===== src/rtl/mmu_pkg.sv =====
// Shared MMU definitions: command encoding, controller states, array geometry.
package mmu_pkg;

  localparam int unsigned MMU_DIM   = 4;
  localparam int unsigned MMU_DRAIN = 6;

  // MMU command opcodes (zero-extended onto the ACLEN+1 bit command port)
  typedef enum logic [2:0] {
    CMD_RESET            = 3'd0,
    CMD_TRIGGER          = 3'd1,
    CMD_SET_MUL_VAL      = 3'd2,
    CMD_SET_ADD_VAL      = 3'd3,
    CMD_SET_PE_VAL       = 3'd4,
    CMD_SET_CONV_MODE    = 3'd5,
    CMD_SET_FIX_MAC_MODE = 3'd6,
    CMD_IDLE             = 3'd7
  } mmu_cmd_e;

  typedef enum logic [2:0] {
    ST_IDLE,
    ST_CLR,
    ST_FEED,
    ST_DRAIN,
    ST_WAIT,
    ST_OUT
  } ctrl_state_e;

endpackage


===== src/rtl/mmu_tile_ctrl_if.sv =====
// Job request and result stream between a host and mmu_tile_ctrl.
//   start_*  : job request (valid/ready), K, base address, accumulate flag
//   res_*    : 128-bit result beats (valid/ready), last flag
//   done     : one-cycle pulse after the final beat transfers
// master = host side, slave = controller side.
interface mmu_tile_ctrl_if
  import mmu_pkg::*;
#(
  parameter int unsigned DATA_WIDTH = 32,
  parameter int unsigned KW         = 16,
  parameter int unsigned AW         = 16
) ();

  logic                          start_valid;
  logic                          start_ready;
  logic [KW-1:0]                 start_k;
  logic [AW-1:0]                 start_base;
  logic                          start_accum;
  logic                          res_valid;
  logic                          res_ready;
  logic [MMU_DIM*DATA_WIDTH-1:0] res_data;
  logic                          res_last;
  logic                          done;

  modport master (
    output start_valid, start_k, start_base, start_accum, res_ready,
    input  start_ready, res_valid, res_data, res_last, done
  );

  modport slave (
    input  start_valid, start_k, start_base, start_accum, res_ready,
    output start_ready, res_valid, res_data, res_last, done
  );

endinterface


===== src/rtl/mmu_res_drain.sv =====
// Result serializer: emits the four MMU column read-outs as valid/ready beats.
//   i_start        : load beat 0 and raise valid (controller entering OUT)
//   i_rdata        : MMU rdata_1..4; beat b = i_rdata[b]
//   i_ready        : downstream accept
//   o_valid/o_data/o_last : beat stream, held stable while stalled
//   o_done         : one-cycle pulse after beat 3 transfers
//   o_last_xfer_c  : combinational, beat 3 transfers this cycle
module mmu_res_drain
  import mmu_pkg::*;
#(
  parameter int unsigned DATA_WIDTH = 32
) (
  input  logic                                         clk_i,
  input  logic                                         rst_i,
  input  logic                                         i_start,
  input  logic [MMU_DIM-1:0][MMU_DIM*DATA_WIDTH-1:0]   i_rdata,
  input  logic                                         i_ready,
  output logic                                         o_valid,
  output logic [MMU_DIM*DATA_WIDTH-1:0]                o_data,
  output logic                                         o_last,
  output logic                                         o_done,
  output logic                                         o_last_xfer_c
);

  localparam int unsigned BW  = MMU_DIM * DATA_WIDTH;
  localparam int unsigned BCW = $clog2(MMU_DIM);

  logic [BCW-1:0] r_beat, w_beat;
  logic           r_valid, w_valid;
  logic [BW-1:0]  r_data, w_data;
  logic           r_last, w_last;
  logic           r_done, w_done;

  // Next beat: advance only on handshake so data/last hold during stalls
  always_comb begin
    w_beat  = r_beat;
    w_valid = r_valid;
    w_data  = r_data;
    w_last  = r_last;
    w_done  = 1'b0;
    if (i_start) begin
      w_beat  = '0;
      w_valid = 1'b1;
      w_data  = i_rdata[0];
      w_last  = 1'b0;
    end else if (r_valid && i_ready) begin
      if (r_last) begin
        w_beat  = '0;
        w_valid = 1'b0;
        w_data  = '0;
        w_last  = 1'b0;
        w_done  = 1'b1;
      end else begin
        w_beat = r_beat + BCW'(1);
        w_data = i_rdata[w_beat];
        w_last = (w_beat == BCW'(MMU_DIM - 1));
      end
    end
  end

  always_ff @(posedge clk_i) begin
    if (rst_i) begin
      r_beat  <= '0;
      r_valid <= 1'b0;
      r_data  <= '0;
      r_last  <= 1'b0;
      r_done  <= 1'b0;
    end else begin
      r_beat  <= w_beat;
      r_valid <= w_valid;
      r_data  <= w_data;
      r_last  <= w_last;
      r_done  <= w_done;
    end
  end

  assign o_valid       = r_valid;
  assign o_data        = r_data;
  assign o_last        = r_last;
  assign o_done        = r_done;
  assign o_last_xfer_c = r_valid && i_ready && r_last;

endmodule


===== src/rtl/mmu_tile_ctrl.sv =====
// Tile sequencer for the 4x4 systolic MMU: clear, stream K operand vectors as
// TRIGGERs, flush the pipeline with zero TRIGGERs, wait for idle, read out.
//   clk_i, rst_i           : clock, synchronous active-high reset
//   job_if (slave)         : job request and result beat stream
//   buf_rd_en/buf_rd_addr  : operand buffer read (1-cycle latency)
//   buf_data_i/buf_weight_i: operand lanes, lane r = [r*DW +: DW]
//   mmu_cmd_valid/mmu_cmd  : MMU command, IDLE whenever not valid
//   param_1_out/param_2_out: tied to 0
//   data_n_out/weight_n_out: MMU operand lanes
//   mmu_busy, rdata_n_in   : MMU status and column read-outs
module mmu_tile_ctrl
  import mmu_pkg::*;
#(
  parameter int unsigned DATA_WIDTH = 32,
  parameter int unsigned ACLEN      = 4,
  parameter int unsigned KW         = 16,
  parameter int unsigned AW         = 16,
  parameter int unsigned DRAIN      = MMU_DRAIN
) (
  input  logic                                       clk_i,
  input  logic                                       rst_i,
  mmu_tile_ctrl_if.slave                             job_if,
  output logic                                       buf_rd_en,
  output logic [AW-1:0]                              buf_rd_addr,
  input  logic [MMU_DIM*DATA_WIDTH-1:0]              buf_data_i,
  input  logic [MMU_DIM*DATA_WIDTH-1:0]              buf_weight_i,
  output logic                                       mmu_cmd_valid,
  output logic [ACLEN:0]                             mmu_cmd,
  output logic [DATA_WIDTH-1:0]                      param_1_out,
  output logic [DATA_WIDTH-1:0]                      param_2_out,
  output logic [MMU_DIM-1:0][DATA_WIDTH-1:0]         data_n_out,
  output logic [MMU_DIM-1:0][DATA_WIDTH-1:0]         weight_n_out,
  input  logic                                       mmu_busy,
  input  logic [MMU_DIM-1:0][MMU_DIM*DATA_WIDTH-1:0] rdata_n_in
);

  localparam int unsigned CW  = ACLEN + 1;
  localparam int unsigned DCW = $clog2(DRAIN + 1);

  ctrl_state_e    r_state, w_state_nxt;
  logic [KW-1:0]  r_k, w_k_nxt;
  logic [AW-1:0]  r_base, w_base_nxt;
  logic [KW-1:0]  r_idx, w_idx_nxt;
  logic [DCW-1:0] r_drn, w_drn_nxt;
  logic           r_start_ready, w_start_ready_nxt;
  logic           r_rd_en, w_rd_en_nxt;
  logic [AW-1:0]  r_rd_addr, w_rd_addr_nxt;
  logic           r_trig_data, w_trig_data_nxt;
  logic           w_trig_nxt;
  logic           r_cmd_valid, w_cmd_valid_nxt;
  mmu_cmd_e       r_cmd, w_cmd_nxt;
  logic           w_out_start;
  logic           w_last_xfer;

  // Next state, counters and registered outputs.
  // DRAIN lasts DRAIN+1 cycles: its first cycle carries the TRIGGER for the
  // last buffer read, the remaining DRAIN cycles carry zero-vector TRIGGERs.
  always_comb begin
    w_state_nxt = r_state;
    w_k_nxt     = r_k;
    w_base_nxt  = r_base;
    w_idx_nxt   = r_idx;
    w_drn_nxt   = r_drn;

    unique case (r_state)
      ST_IDLE: begin
        if (job_if.start_valid) begin
          w_k_nxt    = job_if.start_k;
          w_base_nxt = job_if.start_base;
          w_idx_nxt  = '0;
          if (!job_if.start_accum)        w_state_nxt = ST_CLR;
          else if (job_if.start_k != '0)  w_state_nxt = ST_FEED;
          else                            w_state_nxt = ST_WAIT;
        end
      end
      ST_CLR:  w_state_nxt = (r_k != '0) ? ST_FEED : ST_WAIT;
      ST_FEED: begin
        if (r_idx == r_k - KW'(1)) begin
          w_state_nxt = ST_DRAIN;
          w_drn_nxt   = '0;
        end else begin
          w_idx_nxt = r_idx + KW'(1);
        end
      end
      ST_DRAIN: begin
        if (r_drn == DCW'(DRAIN)) w_state_nxt = ST_WAIT;
        else                      w_drn_nxt   = r_drn + DCW'(1);
      end
      ST_WAIT: if (!mmu_busy)   w_state_nxt = ST_OUT;
      ST_OUT:  if (w_last_xfer) w_state_nxt = ST_IDLE;
      default: w_state_nxt = ST_IDLE;
    endcase

    w_start_ready_nxt = (w_state_nxt == ST_IDLE);
    w_rd_en_nxt       = (w_state_nxt == ST_FEED);
    w_rd_addr_nxt     = w_rd_en_nxt ? (w_base_nxt + AW'(w_idx_nxt)) : '0;
    // TRIGGER lands one cycle after each read, when the buffer data arrives
    w_trig_data_nxt   = (r_state == ST_FEED);
    w_trig_nxt        = w_trig_data_nxt || ((r_state == ST_DRAIN) && (r_drn != DCW'(DRAIN)));
    w_cmd_valid_nxt   = w_trig_nxt || (w_state_nxt == ST_CLR);
    if (w_state_nxt == ST_CLR) w_cmd_nxt = CMD_RESET;
    else if (w_trig_nxt)       w_cmd_nxt = CMD_TRIGGER;
    else                       w_cmd_nxt = CMD_IDLE;
  end

  always_ff @(posedge clk_i) begin
    if (rst_i) begin
      r_state       <= ST_IDLE;
      r_k           <= '0;
      r_base        <= '0;
      r_idx         <= '0;
      r_drn         <= '0;
      r_start_ready <= 1'b1;
      r_rd_en       <= 1'b0;
      r_rd_addr     <= '0;
      r_trig_data   <= 1'b0;
      r_cmd_valid   <= 1'b0;
      r_cmd         <= CMD_IDLE;
    end else begin
      r_state       <= w_state_nxt;
      r_k           <= w_k_nxt;
      r_base        <= w_base_nxt;
      r_idx         <= w_idx_nxt;
      r_drn         <= w_drn_nxt;
      r_start_ready <= w_start_ready_nxt;
      r_rd_en       <= w_rd_en_nxt;
      r_rd_addr     <= w_rd_addr_nxt;
      r_trig_data   <= w_trig_data_nxt;
      r_cmd_valid   <= w_cmd_valid_nxt;
      r_cmd         <= w_cmd_nxt;
    end
  end

  assign w_out_start = (r_state == ST_WAIT) && !mmu_busy;

  mmu_res_drain #(
    .DATA_WIDTH (DATA_WIDTH)
  ) u_res_drain (
    .clk_i         (clk_i),
    .rst_i         (rst_i),
    .i_start       (w_out_start),
    .i_rdata       (rdata_n_in),
    .i_ready       (job_if.res_ready),
    .o_valid       (job_if.res_valid),
    .o_data        (job_if.res_data),
    .o_last        (job_if.res_last),
    .o_done        (job_if.done),
    .o_last_xfer_c (w_last_xfer)
  );

  assign job_if.start_ready = r_start_ready;
  assign buf_rd_en          = r_rd_en;
  assign buf_rd_addr        = r_rd_addr;
  assign mmu_cmd_valid      = r_cmd_valid;
  assign mmu_cmd            = CW'(r_cmd);
  assign param_1_out        = '0;
  assign param_2_out        = '0;
  // Operands pass straight from the buffer during data TRIGGERs, zero otherwise
  assign data_n_out         = r_trig_data ? buf_data_i   : '0;
  assign weight_n_out       = r_trig_data ? buf_weight_i : '0;

endmodule


===== src/flat_wrapper.sv =====
// flat-port wrapper written by rule: the top's interface ports become plain ports
module mmu_tile_ctrl_flat import mmu_pkg::*;
#(
  parameter int unsigned DATA_WIDTH = 32,
  parameter int unsigned ACLEN      = 4,
  parameter int unsigned KW         = 16,
  parameter int unsigned AW         = 16,
  parameter int unsigned DRAIN      = MMU_DRAIN
)
  (clk_i, rst_i, buf_rd_en, buf_rd_addr, buf_data_i, buf_weight_i, mmu_cmd_valid, mmu_cmd, param_1_out, param_2_out, data_n_out, weight_n_out, mmu_busy, rdata_n_in, job_if_start_valid, job_if_start_k, job_if_start_base, job_if_start_accum, job_if_res_ready, job_if_start_ready, job_if_res_valid, job_if_res_data, job_if_res_last, job_if_done);
  mmu_tile_ctrl_if #(.DATA_WIDTH(DATA_WIDTH), .KW(KW), .AW(AW)) job_if_i ();
  input  logic clk_i;
  input  logic rst_i;
  output logic buf_rd_en;
  output logic [AW-1:0] buf_rd_addr;
  input  logic [MMU_DIM*DATA_WIDTH-1:0] buf_data_i;
  input  logic [MMU_DIM*DATA_WIDTH-1:0] buf_weight_i;
  output logic mmu_cmd_valid;
  output logic [ACLEN:0] mmu_cmd;
  output logic [DATA_WIDTH-1:0] param_1_out;
  output logic [DATA_WIDTH-1:0] param_2_out;
  output logic [MMU_DIM-1:0][DATA_WIDTH-1:0] data_n_out;
  output logic [MMU_DIM-1:0][DATA_WIDTH-1:0] weight_n_out;
  input  logic mmu_busy;
  input  logic [MMU_DIM-1:0][MMU_DIM*DATA_WIDTH-1:0] rdata_n_in;
  input wire logic [$bits(job_if_i.start_valid)-1:0] job_if_start_valid;
  input wire logic [$bits(job_if_i.start_k)-1:0] job_if_start_k;
  input wire logic [$bits(job_if_i.start_base)-1:0] job_if_start_base;
  input wire logic [$bits(job_if_i.start_accum)-1:0] job_if_start_accum;
  input wire logic [$bits(job_if_i.res_ready)-1:0] job_if_res_ready;
  output wire logic [$bits(job_if_i.start_ready)-1:0] job_if_start_ready;
  output wire logic [$bits(job_if_i.res_valid)-1:0] job_if_res_valid;
  output wire logic [$bits(job_if_i.res_data)-1:0] job_if_res_data;
  output wire logic [$bits(job_if_i.res_last)-1:0] job_if_res_last;
  output wire logic [$bits(job_if_i.done)-1:0] job_if_done;
  assign job_if_i.start_valid = job_if_start_valid;
  assign job_if_i.start_k = job_if_start_k;
  assign job_if_i.start_base = job_if_start_base;
  assign job_if_i.start_accum = job_if_start_accum;
  assign job_if_i.res_ready = job_if_res_ready;
  assign job_if_start_ready = job_if_i.start_ready;
  assign job_if_res_valid = job_if_i.res_valid;
  assign job_if_res_data = job_if_i.res_data;
  assign job_if_res_last = job_if_i.res_last;
  assign job_if_done = job_if_i.done;
  mmu_tile_ctrl #(.DATA_WIDTH(DATA_WIDTH), .ACLEN(ACLEN), .KW(KW), .AW(AW), .DRAIN(DRAIN)) u_core (.clk_i(clk_i), .rst_i(rst_i), .job_if(job_if_i), .buf_rd_en(buf_rd_en), .buf_rd_addr(buf_rd_addr), .buf_data_i(buf_data_i), .buf_weight_i(buf_weight_i), .mmu_cmd_valid(mmu_cmd_valid), .mmu_cmd(mmu_cmd), .param_1_out(param_1_out), .param_2_out(param_2_out), .data_n_out(data_n_out), .weight_n_out(weight_n_out), .mmu_busy(mmu_busy), .rdata_n_in(rdata_n_in));
endmodule

===== config.mk =====
export PLATFORM = sky130hd
export DESIGN_NAME = mmu_tile_ctrl_flat
export DESIGN_NICKNAME = d
export VERILOG_FILES = /design/src/rtl/mmu_pkg.sv /design/src/rtl/mmu_tile_ctrl_if.sv /design/src/rtl/mmu_res_drain.sv /design/src/rtl/mmu_tile_ctrl.sv /design/src/flat_wrapper.sv
export SDC_FILE = /design/constraint.sdc
export NUM_CORES = 1
export LEC_CHECK = 0
export CAP_MARGIN = 20
export CORE_AREA = 2 2 503 505
export DETAILED_ROUTE_END_ITERATION = 8
export DIE_AREA = 0 0 505 507
export GPL_ROUTABILITY_DRIVEN = 0
export PLACE_DENSITY_LB_ADDON = 0.1
export SETUP_SLACK_MARGIN = 0.2
export SLEW_MARGIN = 15
export SYNTH_ARGS = -nofsm -noshare
export SYNTH_HDL_FRONTEND = slang
export SYNTH_SLANG_ARGS = --single-unit

===== constraint.sdc =====
create_clock -name clk_i -period 8.2 [get_ports clk_i]
set_input_delay 1.23 -clock clk_i [delete_from_list [all_inputs] [get_ports clk_i]]
set_output_delay 1.23 -clock clk_i [all_outputs]
set_load 0.005 [all_outputs]

== Word level (Yosys, flattened, before mapping) ==
Index checks and enable logic that the tools add are counted.
Word-level totals
  register bits after elaboration: 210
  bits in latches: 0
  memory bits (writable): 0
  ROM bits: 0
  logic and storage cells: 89
  memories kept: 0
Operators by class
  add/sub/neg operators: 5
  multipliers: 0
  divide/modulo/power cells: 0
  $lt $le $gt $ge: 1
  equal/unequal tests: 13
  shift operators: 0
  multiplexer cells: 32
  bitwise logic cells: 2
  reductions and logical operators: 20
Operators by type and width (number)
  $mux W128: 6
  $bmux W128 S2: 1
  $mux W16: 4
  $mux W3: 12
  $pmux W16 S2: 1
  $reduce_bool A16 Y1: 2
  $pmux W3 S6: 1
  $add A16 B1 Y16 const B: 1
  $add A16 B16 Y16: 1
  $eq A16 B16 Y1: 1
  $sub A16 B1 Y16 const B: 1
  $eq A3 B2 Y1 const B: 3
  $eq A3 B3 Y1 const B: 3
  $eq A3 B1 Y1 const B: 2
  $logic_not A3 Y1: 2
  $pmux W3 S2: 1
  $reduce_bool A2 Y1: 3
  $mux W1: 5
  $logic_and A1 B1 Y1: 4
  $ne A2 B2 Y1 const B: 2
  $reduce_and A2 Y1: 2
  $reduce_or A2 Y1: 2
  $add A3 B1 Y3 const B: 1
  $lt A2 B3 Y1 const B: 1
  other kinds (9): 11

== Depth between registers and ports, before layout ==
Gate-level depths: netlist of run 1.
  depth in word-level cells: 8
  mapped depth: 26

== Hierarchy ==
From an unflattened synthesis of run 1, not the netlist that was laid out.
Unflattened totals
  cells, all modules: 1501
  area, all modules: 14779.2 um^2
Modules (own cells, without submodules)
  mmu_res_drain: times used 1, cells an instance 624, area each 8269.2 um^2
  mmu_tile_ctrl: times used 1, cells an instance 877, area each 6510.0 um^2

== Least setup slack after synthesis of run 1 ==
Ideal clock, no wire load.
  path kind: flip-flop to flip-flop
  from: reg u_core.r_k[0]
  to: reg u_core.r_rd_addr[15], in the netlist u_core.buf_rd_addr[15]
  setup time: 0.062 ns
  arrival: 5.124 ns
  path slack: 3.014 ns
  cell stages (with the launch flop): 26
  path buffers: 1
  clock period less this slack: 5.186 ns
  cell sequence: dfxtp_1 inv_1 ha_1 or3b_2 or3_1 xnor2_1 a21oi_1 nor4_4 nand2_1 buf_2 nand3_1 nand2_1 a22oi_1 inv_1 ha_1 a21o_1 a21oi_1 o21bai_1 a2111oi_0 o41a_1 nand2_1 a221oi_2 a221o_1 a211o_1 a2111o_1 nand3_1
On the way
  elaborated cells between the ends (all ways): 12
  those cells by class: add/sub (2); eq/ne (2); mux (5); bitwise (1); reduce/logical (2)
RTL lines
  start: declaration: RTL line mmu_tile_ctrl.sv:41  | logic [KW-1:0] r_k, w_k_nxt;
  start signal: assignment: RTL line mmu_tile_ctrl.sv:121  | r_k <= w_k_nxt;
  $sub A16 B1 Y16: RTL line mmu_tile_ctrl.sv:78  | if (r_idx == r_k - KW'(1)) begin
  $eq A16 B16 Y1: RTL line mmu_tile_ctrl.sv:78
  $mux W16: RTL line mmu_tile_ctrl.sv:78
  $pmux W16 S2: RTL line mmu_tile_ctrl.sv:65  | unique case (r_state)
  net u_core.w_idx_nxt[1]: RTL line mmu_tile_ctrl.sv:43  | logic [KW-1:0] r_idx, w_idx_nxt;
  $add A16 B16 Y16: RTL line mmu_tile_ctrl.sv:96  | w_rd_addr_nxt = w_rd_en_nxt ? (w_base_nxt + AW'(w_idx_nxt)) : '0;
  end signal: assignment: RTL line mmu_tile_ctrl.sv:127  | r_rd_addr <= w_rd_addr_nxt;
  end: declaration: RTL line mmu_tile_ctrl.sv:47  | logic [AW-1:0] r_rd_addr, w_rd_addr_nxt;
The timed path passes the listed nets, and every way through them passes these cells.
A chain may end at the register's enable or synchronous reset.

== Worst setup path after layout of run 1 ==
  from: reg u_core.r_k[4]
  to: reg u_core.r_rd_addr[13], in the netlist u_core.buf_rd_addr[13]
Same word-level chain as after synthesis.

==> results of run 1 <==
-- cell families after synthesis --
kind of cell / Yosys count
other: 1
multiplexers: 135
buffers and inverters: 244
flip-flops: 209
AO/OA/AOI/OAI: 262
adder cells (fa/ha/maj): 21
XOR/XNOR: 32
AND/OR/NAND/NOR: 773
-- Yosys cell counts (2+ instances only) --
library cell / count / area (µm²)
or3_1: 8 / 50.1
o211ai_1: 2 / 15.0
nor4_1: 8 / 50.1
a21o_1: 6 / 45.0
o21ai_1: 3 / 15.0
nor3b_1: 4 / 30.0
a31oi_1: 13 / 81.3
nand2b_1: 5 / 31.3
xor2_1: 8 / 70.1
a21oi_1: 52 / 260
buf_2: 3 / 15.0
inv_1: 20 / 75.1
mux4_2: 128 / 2880
o21ai_0: 16 / 80.1
nand4_1: 8 / 50.1
buf_1: 11 / 41.3
nand2_1: 102 / 383
a221oi_2: 2 / 30.0
a41oi_1: 4 / 35.0
clkbuf_1: 143 / 537
xnor2_1: 24 / 210
o21a_1: 4 / 30.0
nand3_1: 16 / 80.1
nor2b_1: 17 / 106
a22oi_1: 2 / 15.0
and2_1: 261 / 1630
nor2_1: 175 / 657
a211o_1: 3 / 26.3
or4_1: 2 / 15.0
dfxtp_1: 209 / 4180
or4_4: 2 / 22.5
a22o_1: 3 / 26.3
and3_1: 8 / 50.1
a2111oi_0: 2 / 17.5
o31ai_1: 3 / 22.5
nor3_1: 151 / 756
ha_1: 18 / 225
buf_4: 67 / 503
mux2i_1: 7 / 70.1
a221oi_1: 130 / 1140
o22ai_1: 2 / 12.5
-- tightest hold or removal path, cell delays in order, from the launching register on --
cell     delay (ns)
dfxtp_1        0.29
nand2_1        0.06
a21oi_1        0.06
-- per-layer routing --
| metal | vias to the layer above | routed length [µm] | track usage (%) |
|---|---|---|---|
| met5 | - | 684 | 0 |
| met4 | 106 | 8090 | 5.12 |
| met3 | 285 | 18200 | 6.45 |
| met2 | 1010 | 91000 | 24.6 |
| met1 | 8932 | 49800 | 10.4 |
| li1 | 8311 | - | - |
-- sequential cells by signal, indices dropped and copies added (netlist names) --
register                    count
u_core.u_res_drain.o_data     128
u_core.job_if.start_ready       1
u_core.mmu_cmd_valid            1
u_core.r_k                     16
u_core.u_res_drain.o_valid      1
u_core.r_base                  16
u_core.u_res_drain.r_beat       2
u_core.u_res_drain.o_last       1
u_core.buf_rd_addr             16
u_core.r_idx                   16
u_core.u_res_drain.o_done       1
u_core.r_drn                    3
u_core.r_trig_data              1
u_core.r_cmd                    2
u_core.buf_rd_en                1
u_core.r_state                  3
-- placed cells by master (no fill, tap or decap), types with 17 or more instances in the layout --
cell and instances:
conb_1 66, and2_1 261, dfxtp_1 207, nand2_1 101
a21oi_1 52, diode_2 41, nor3_1 150, clkbuf_16 38
mux4_2 128, nor2b_1 17, xnor2_1 24, buf_4 21
inv_1 20, a221oi_1 130, ha_1 17, clkdlybuf4s50_1 1213
nor2_1 173
-- metrics by stage --
stage / util, % / worst slack [ns] / area [µm²] / total power (W)
3_5_place_dp: 12.2 / 1.95 / 30600 / 0.00253
2_1_floorplan: - / 3.01 / 15100 / 0.00159
3_3_place_gp: 12.2 / 1.87 / 30600 / 0.00255
4_1_cts: 12.7 / 1.88 / 31800 / 0.00433
6_report: 12.7 / 1.99 / 31900 / 0.00415
5_1_grt: 12.7 / 1.27 / 31900 / 0.00441
-- power by group --
| part | internal [W] | leakage (nW) | switching [W] |
|---|---|---|---|
| Clock | 0.00102 | 0.620 | 0.000668 |
| Sequential | 0.00107 | 1.69 | 0.0000579 |
| Combinational | 0.000727 | 8.18 | 0.000612 |
-- layout make-up --
cell class / instances / share of cell area (%)
multi-input cells: 1289 / 30.6
diodes: 41 / 0.321
repair buffers: 1237 / 38.7
well taps: 3348 / 13.1
inverters: 20 / 0.235
clock inverters: 7 / 0.361
clock buffers: 57 / 3.58
flip-flops and latches: 209 / 13.1
-- worst paths after layout --
kind,start,end
max,u_core.r_k[4]$_SDFFE_PP0P_,u_core.buf_rd_addr[13]$_SDFF_PP0_
min,u_core.r_base[6]$_SDFF_PP0_,u_core.r_base[6]$_SDFF_PP0_
max reg2reg,u_core.r_k[4]$_SDFFE_PP0P_,u_core.buf_rd_addr[13]$_SDFF_PP0_
min reg2reg,u_core.r_base[6]$_SDFF_PP0_,u_core.r_base[6]$_SDFF_PP0_
==> impl_metrics.ini, run 1 <==
[logic_synthesis]
muxShareOfSynthArea_pct = 19.9
synth_compound_area_share_pct = 13.4
syn_area_um2 = 14800
synthSimpleGateAreaFrac_pct = 26.8
ys_types = 66
ys_warn_count = 0
avgSynthCellArea_um2 = 8.84
synth_seq_cells = 209
synth_top_flop_cell = dfxtp_1
yosysSeqAreaShare_pct = 28.2
synth_top_family_by_area = simple AND/OR/NAND/NOR gates
async_flop_share_pct = 0
synth_edf_count = 0
synth-xor-area-share_pct = 1.89
syn_inst = 1677
synth_adder_area_share_pct = 1.80

[setup_path]
crit_required_ns = 8.67
start_kind = flip-flop
end_kind = flip-flop
crit_slowest_cell = or4_1
path_depth = 22
cp_max_fo = 14
cp_common_cell = nand2_1
slowest_delay_ns = 0.62
r2r_setup_slack_ns = 1.99
crit_type = reg -> reg
critPathArrivalTime_ns = 6.69
r2r_cells = 22
worst-path-buf-inv = 1
cp_cell_sequence = or3_1, or4_1, a32oi_1, nand2_1, nor4_4, nand2_1, nand3_1, nand2_1, a22oi_1, inv_1, ha_1, a21o_1, a21oi_1, o21bai_1, a2111oi_0, o41a_1, nand2_1, a221oi_2, a221o_1, a211o_1, and3b_2, nor3_1
path_delay_family = compound AO/OA/AOI/OAI gates

[power_and_ir_drop]
total_leakage_power_nw = 10.5
peakVddDrop_uv = 122
power_density_nw_per_um2 = 130

[sta]
whs_ns = 0.463
finalSetupViolCount = 0
rsz0062_at_grt = no
hold_viol_final = 0
period_share_pct = 75.8
fin_worst_skew_ns = 0.0237
max_freq_ghz = 0.161
slew-limit-headroom_pct = 36.0
setup_tns_ns = 0
worst_pin_slew_ns = 0.957
min_period_ns = 6.21
maxSlewViolCount = 0

[clock_tree]
cts_tree = done
cts_buffers = 37
clockRootBuffer = clkbuf_16
clk_pin_slew_ns = 0.06
clock-sinks = 209
clkLatencyLatePin_ns = 0.60
htreeDepth = 2
hold_buffers = 0
post-cts-setup-buffers = 0
ctsResizeCount = 0
cts_buffer_depth = 3

[worst_hold_path]
hold_depth = 2
min_path_type = reg -> reg

[flow_run]
drv_cap = 0

[placed_design]
dp_cells = 6103
portBuffers = 1214
dpl.hpwl_mm = 141

[global_routing]
grt_pass1_vias = 19900
grt_pass1_wl_mm = 214
grt_antenna_before_repair = 136
track_usage_pct = 12.6
grt_max_degree = 172
overflow = 0

[route]
ant_nets = 0
first_pass_iters = 4
drt-wirelength-per-cell_um = 27.0
drt-initial-drc-count = 747
vias_per_cell = 3.00
vias = 18600
routed_wirelength_mm = 168
drcViolationCount = 0

[floorplanning]
fp.coreArea_um2 = 250000
initial_core_util_pct = 5.92
chipHeight_um = 507
rows = 184
die_area_um2 = 256000
die_x_um = 505
ioPinCount = 1281

[final_layout]
multi_input_area_um2 = 9760
fillers = 28800
regArea_um2 = 4190
final_nets = 3619
area_growth_pct = 115
drive_above_1_share_pct = 8.12
fin_cells = 6208

[status]
status = completed
No activity file was read; power rests on OpenSTA's default activity.
==> run 2: changes to the inputs <==
--- a/config.mk
+++ b/config.mk
@@ -6,9 +6,9 @@
 export NUM_CORES = 1
 export LEC_CHECK = 0
 export CAP_MARGIN = 20
-export CORE_AREA = 2 2 503 505
+export CORE_AREA = 2 2 497 499
 export DETAILED_ROUTE_END_ITERATION = 8
-export DIE_AREA = 0 0 505 507
+export DIE_AREA = 0 0 499 501
 export GPL_ROUTABILITY_DRIVEN = 0
 export PLACE_DENSITY_LB_ADDON = 0.1
 export SETUP_SLACK_MARGIN = 0.2
==> constraint.sdc (replaced) <==
create_clock -name clk_i -period 5.4 [get_ports clk_i]
set_input_delay 0.81 -clock clk_i [delete_from_list [all_inputs] [get_ports clk_i]]
set_output_delay 0.81 -clock clk_i [all_outputs]
set_load 0.005 [all_outputs]
==> impl_metrics.ini, run 2 (same netlist as run 1, synthesis figures left out) <==
[status]
status = completed

[final_layout]
final_common_cell = clkdlybuf4s50_1
final_nets = 3709
drive_above_1_share_pct = 12.5
largest_register_ff_count = 128
fillers = 28000
stdcell_area_um2 = 32900
final_cell_mix = clkdlybuf4s50_1, and2_1, dfxtp_1
area_growth_pct = 122

[sta]
period_share_pct = 94.6
slew-limit-headroom_pct = 33.0
worst_pin_slew_ns = 1.01
fin_worst_skew_ns = 0.0286
max_freq_ghz = 0.196
rsz0062_at_grt = yes
hold_viol_final = 0
min_period_ns = 5.11
maxSlewViolCount = 0
finalSetupViolCount = 0

[route]
drt-initial-drc-count = 756
vias = 19200
vias_per_cell = 3.10
routed_wirelength_mm = 179
drt-wirelength-per-cell_um = 28.9
drcViolationCount = 0
ant_nets = 0
first_pass_iters = 4

[clock_tree]
cts_buffers = 38
clock-sinks = 209
clk_pin_slew_ns = 0.06
htreeDepth = 2
clockRootBuffer = clkbuf_16
cts_buffer_depth = 3
clkLatencyLatePin_ns = 0.63
cts_tree = done
hold_buffers = 0

[worst_hold_path]
hold_depth = 2
hold_end = u_core.r_base[7]$_SDFF_PP0_
hp-start = u_core.r_base[7]$_SDFF_PP0_
min_path_type = reg -> reg

[setup_path]
start_kind = flip-flop
crit_required_ns = 5.96
cp_max_fo = 5
r2r-start = u_core.r_k[0]$_SDFFE_PP0P_
critPathArrivalTime_ns = 5.67
crit_type = reg -> reg
r2r_setup_slack_ns = 0.29
r2r_end = u_core.buf_rd_addr[15]$_SDFF_PP0_
r2r_cells = 24
end_kind = flip-flop

[global_routing]
grt_pass1_wl_mm = 226
overflow = 0
grt_pass1_vias = 20500
grt_antenna_before_repair = 132
track_usage_pct = 13.8
grt_max_degree = 114

[power_and_ir_drop]
intPower_w = 0.00443
p_switching_w = 0.00223
power_density_nw_per_um2 = 203
p_comb_share_pct = 34.6
total_leakage_power_nw = 11.0
power_w = 0.00666
seqPwrFrac_pct = 25.3
peakVddDrop_uv = 176
p_clk_share_pct = 40.1
switching_share_pct = 33.5

[floorplanning]
initial_core_util_pct = 6.06
fp.coreArea_um2 = 245000
rows = 182
chipHeight_um = 501
die_area_um2 = 250000
ioPinCount = 1281
die_x_um = 499

[placed_design]
dpl.hpwl_mm = 152
portBuffers = 1214
dpl_cell_area_um2 = 31100

[flow_run]
drv_cap = 0
## run 2: worst max-delay path: stages (launching register included)
cell and delay [ns]:
dfxtp_4 0.36, inv_4 0.06, ha_4 0.13, or3b_4 0.40, buf_6 0.14, nor3_4 0.15, o211ai_1 0.10, a22o_1 0.28
nor4_4 0.35, nand2_2 0.13, buf_4 0.17, and2_1 0.16, buf_4 0.15, a21oi_1 0.15, o21ai_1 0.08, o31ai_2 0.10
ha_2 0.28, buf_4 0.12, nor3_1 0.05, o41a_1 0.41, buf_4 0.15, a221o_1 0.33, a211o_1 0.33, a2111o_1 0.38
nand3_1 0.09
## run 2: repair_timing
item | in CTS | in global routing
pin swaps | 14 | 17
buffers inserted | 0 | 9
endpoints found under the setup margin | 6 | 5
resized for setup | 27 | 34
## run 2: cell type report
| type | count | area (µm²) | area share, % |
|---|---|---|---|
| clock buffer | 50 | 1060 | 3.21 |
| timing repair buffer | 1326 | 13200 | 40.0 |
| inverter | 20 | 77.6 | 0.236 |
| antenna | 56 | 140 | 0.426 |
| sequential | 209 | 4200 | 12.8 |
| tap | 3220 | 4030 | 12.3 |
| clock inverter | 18 | 226 | 0.689 |
| multi-input combinational | 1289 | 10000 | 30.4 |
## run 2: how the worst max path moves through the flow
stage / startpoint / end
floorplan: u_core.r_k[0]$_SDFFE_PP0P_ / u_core.buf_rd_addr[15]$_SDFF_PP0_
global placement: u_core.r_k[0]$_SDFFE_PP0P_ / u_core.buf_rd_addr[15]$_SDFF_PP0_
detailed placement: u_core.r_k[0]$_SDFFE_PP0P_ / u_core.buf_rd_addr[15]$_SDFF_PP0_
CTS: u_core.r_k[1]$_SDFFE_PP0P_ / u_core.buf_rd_addr[15]$_SDFF_PP0_
global route: u_core.r_k[1]$_SDFFE_PP0P_ / u_core.buf_rd_addr[14]$_SDFF_PP0_
finish: u_core.r_k[0]$_SDFFE_PP0P_ / u_core.buf_rd_addr[15]$_SDFF_PP0_
## run 2: per-stage QoR
step	std cells	setup WS, ns	utilization, %	setup TNS [ns]	hold slack, ns
floorplan	1742	0.214	-	0	0.444
global placement	6053	-0.277	12.7	-0.724	0.452
detailed placement	6055	-0.250	12.7	-0.710	0.456
CTS	6123	0.197	13.3	0	0.464
global route	6153	0.000726	13.4	0	0.487
finish	6188	0.291	13.4	0	0.462
## run 2: routing by layer
layer,vias up,global-route usage [%],routed length [µm]
met3,278,6.36,18100
met1,9280,11.7,54100
li1,8523,-,-
met5,-,0,490
met4,74,5.90,9330
met2,1017,27.1,97000
## run 2: power groups by stage
stage	Sequential, W	Clock, W	Combinational [W]
4_1_cts	0.00169	0.00289	0.00233
2_1_floorplan	0.00169	0	0.000723
5_1_grt	0.00170	0.00289	0.00246
3_3_place_gp	0.00172	0	0.00232
3_5_place_dp	0.00172	0	0.00230
6_report	0.00168	0.00267	0.00230
==> run 3: changes to the inputs <==
--- a/config.mk
+++ b/config.mk
@@ -6,13 +6,14 @@
 export NUM_CORES = 1
 export LEC_CHECK = 0
 export CAP_MARGIN = 20
-export CORE_AREA = 2 2 497 499
+export CORE_AREA = 2 2 505 507
 export DETAILED_ROUTE_END_ITERATION = 8
-export DIE_AREA = 0 0 499 501
+export DIE_AREA = 0 0 507 509
 export GPL_ROUTABILITY_DRIVEN = 0
 export PLACE_DENSITY_LB_ADDON = 0.1
 export SETUP_SLACK_MARGIN = 0.2
 export SLEW_MARGIN = 15
 export SYNTH_ARGS = -nofsm -noshare
 export SYNTH_HDL_FRONTEND = slang
+export SYNTH_HIERARCHICAL = 1
 export SYNTH_SLANG_ARGS = --single-unit
==> impl_metrics.ini, run 3 <==
[power_and_ir_drop]
total_leakage_power_nw = 10.2
switching_share_pct = 30.5
power_density_nw_per_um2 = 174
p_clk_share_pct = 42.7
p_switching_w = 0.00168
seqPwrFrac_pct = 29.6
intPower_w = 0.00384
peakVddDrop_uv = 184
p_comb_share_pct = 27.6

[logic_synthesis]
synth_seq_cells = 209
yosys.area.top_type = dfxtp_1
avgSynthCellArea_um2 = 9.85
syn_inst = 1501
syn_area_um2 = 14800
yosysSeqAreaShare_pct = 28.3
synth_area_leaders = dfxtp_1, mux4_2, and2_1, o2bb2ai_1, a22oi_1
synthTopCellsByCount = and2_1, dfxtp_1, a22oi_1, mux4_2, o2bb2ai_1
synth_edf_count = 0
async_flop_share_pct = 0
ys_types = 73
yosysMostFrequentCell = and2_1
yosysTopAreaCellShare_pct = 28.3
ys_warn_count = 6
synth_top_flop_cell = dfxtp_1

[route]
drcViolationCount = 0
drt-initial-drc-count = 960
ant_nets = 0
first_pass_iters = 4
routed_wirelength_mm = 170
vias_per_cell = 2.92
vias = 17700
drt-wirelength-per-cell_um = 27.9

[setup_path]
r2r-start = u_core/r_k[0]$_SDFFE_PP0P_
r2r_setup_slack_ns = 0.67
critPathArrivalTime_ns = 5.16
crit_type = reg -> reg
start_kind = flip-flop
crit_path_start = u_core/r_k[0]$_SDFFE_PP0P_
cp_max_fo = 6
end_kind = flip-flop
r2r_end = u_core/buf_rd_addr[15]$_SDFF_PP0_
crit_end = u_core/buf_rd_addr[15]$_SDFF_PP0_
crit_required_ns = 5.83
r2r_cells = 18

[clock_tree]
clkLatencyLatePin_ns = 0.60
clk_pin_slew_ns = 0.06
cts_tree = done
cts_buffers = 36
ctsResizeCount = 0
post-cts-setup-buffers = 0
htreeDepth = 2
cts_buffer_depth = 3
clockRootBuffer = clkbuf_16
clock-sinks = 209
hold_buffers = 0

[sta]
min_period_ns = 4.73
rsz0062_at_grt = no
hold_viol_final = 0
fin_worst_skew_ns = 0.0321
max_freq_ghz = 0.211
worst_pin_slew_ns = 1.10
setup_tns_ns = 0
slew-limit-headroom_pct = 26.9
setup_slack_ns = 0.672
finalSetupViolCount = 0
period_share_pct = 87.6
maxSlewViolCount = 0

[final_layout]
final_common_cell = clkdlybuf4s50_1
regArea_um2 = 4190
multi_input_area_um2 = 9600
fillers = 28800
largest_register_ff_count = 128
drive_above_1_share_pct = 9.12
final_nets = 3478
final_cell_mix = clkdlybuf4s50_1, and2_1, dfxtp_1
area_growth_pct = 115

[global_routing]
grt_pass1_vias = 18300
grt_antenna_before_repair = 135
grt_max_degree = 108
track_usage_pct = 12.5
overflow = 0
grt_pass1_wl_mm = 211

[floorplanning]
fp.coreArea_um2 = 253000
die_x_um = 507
rows = 185
ioPinCount = 1281
initial_core_util_pct = 5.85
die_area_um2 = 258000
chipHeight_um = 509

[worst_hold_path]
min_path_type = reg -> reg

[status]
status = completed

[placed_design]
portBuffers = 1214
dp_slack_ns = 0.395
dpl.hpwl_mm = 145

[flow_run]
drv_cap = 0
run 3: cell type report:
| type | count | share of cell area (%) |
|---|---|---|
| clock inverter | 7 | 0.272 |
| sequential | 209 | 13.2 |
| timing repair buffer | 1253 | 39.4 |
| inverter | 12 | 0.142 |
| antenna | 35 | 0.276 |
| tap | 3366 | 13.3 |
| clock buffer | 55 | 3.25 |
| multi-input combinational | 1139 | 30.2 |
run 3: how the worst min path moves through the flow:
stage	startpoint	endpoint	slack [ns]	depth (start not counted)
floorplan	u_core/u_res_drain/r_beat[1]$_SDFFE_PP0P_	u_core/u_res_drain/r_beat[1]$_SDFFE_PP0P_	0.44	2
global placement	u_core/r_base[13]$_SDFF_PP0_	u_core/r_base[13]$_SDFF_PP0_	0.45	2
detailed placement	u_core/r_base[14]$_SDFF_PP0_	u_core/r_base[14]$_SDFF_PP0_	0.46	2
CTS	u_core/r_base[14]$_SDFF_PP0_	u_core/r_base[14]$_SDFF_PP0_	0.46	2
global route	u_core/r_base[3]$_SDFF_PP0_	u_core/r_base[3]$_SDFF_PP0_	0.48	2
finish	u_core/r_base[3]$_SDFF_PP0_	u_core/r_base[3]$_SDFF_PP0_	0.46	2
run 3: per-layer routing:
layer	track usage, %	wire length, µm
met1	13.0	60700
met2	22.8	87100
met3	5.43	17200
met4	3.29	4200
met5	0	562
run 3: stage by stage:
stage	hold slack, ns	total power (W)	instances	utilization [%]	area [µm²]
floorplan	0.436	0.00210	1566	-	15000
global placement	0.452	0.00325	5979	12.1	30500
detailed placement	0.456	0.00323	5979	12.1	30500
CTS	0.464	0.00573	6041	12.5	31700
global route	0.476	0.00581	6048	12.5	31700
finish	0.463	0.00552	6076	12.6	31800
run 3: cells by family after synthesis:
logic type,share of synthesized area [%]
AO/OA/AOI/OAI,19.6
XOR/XNOR,1.90
adder cells (fa/ha/maj),1.83
buffers and inverters,8.77
flip-flops,28.3
multiplexers,20.2
other,0.0254
AND/OR/NAND/NOR,19.4
run 3: worst max-delay path, cell delays in order, from the launching register on:
cell	delay (ns)
dfxtp_1	0.37
inv_1	0.08
ha_2	0.24
or3b_1	0.44
a2111oi_0	0.36
o21ai_0	0.18
a221oi_2	0.37
nand4_4	0.14
nand2_1	0.19
mux2i_1	0.29
ha_1	0.28
a21o_1	0.17
a21o_1	0.21
a2111o_1	0.50
a211oi_2	0.27
o21ai_0	0.15
o211ai_1	0.16
a21o_1	0.12
a21oi_1	0.06
run 3: power by group through the flow:
stage               clock network (W)  registers (W)  logic (W)
finish                        0.00236        0.00164    0.00153
detailed placement                  0        0.00167    0.00156
global placement                    0        0.00167    0.00158
CTS                           0.00252        0.00164    0.00157
floorplan                           0        0.00164   0.000463
global route                  0.00253        0.00164    0.00163
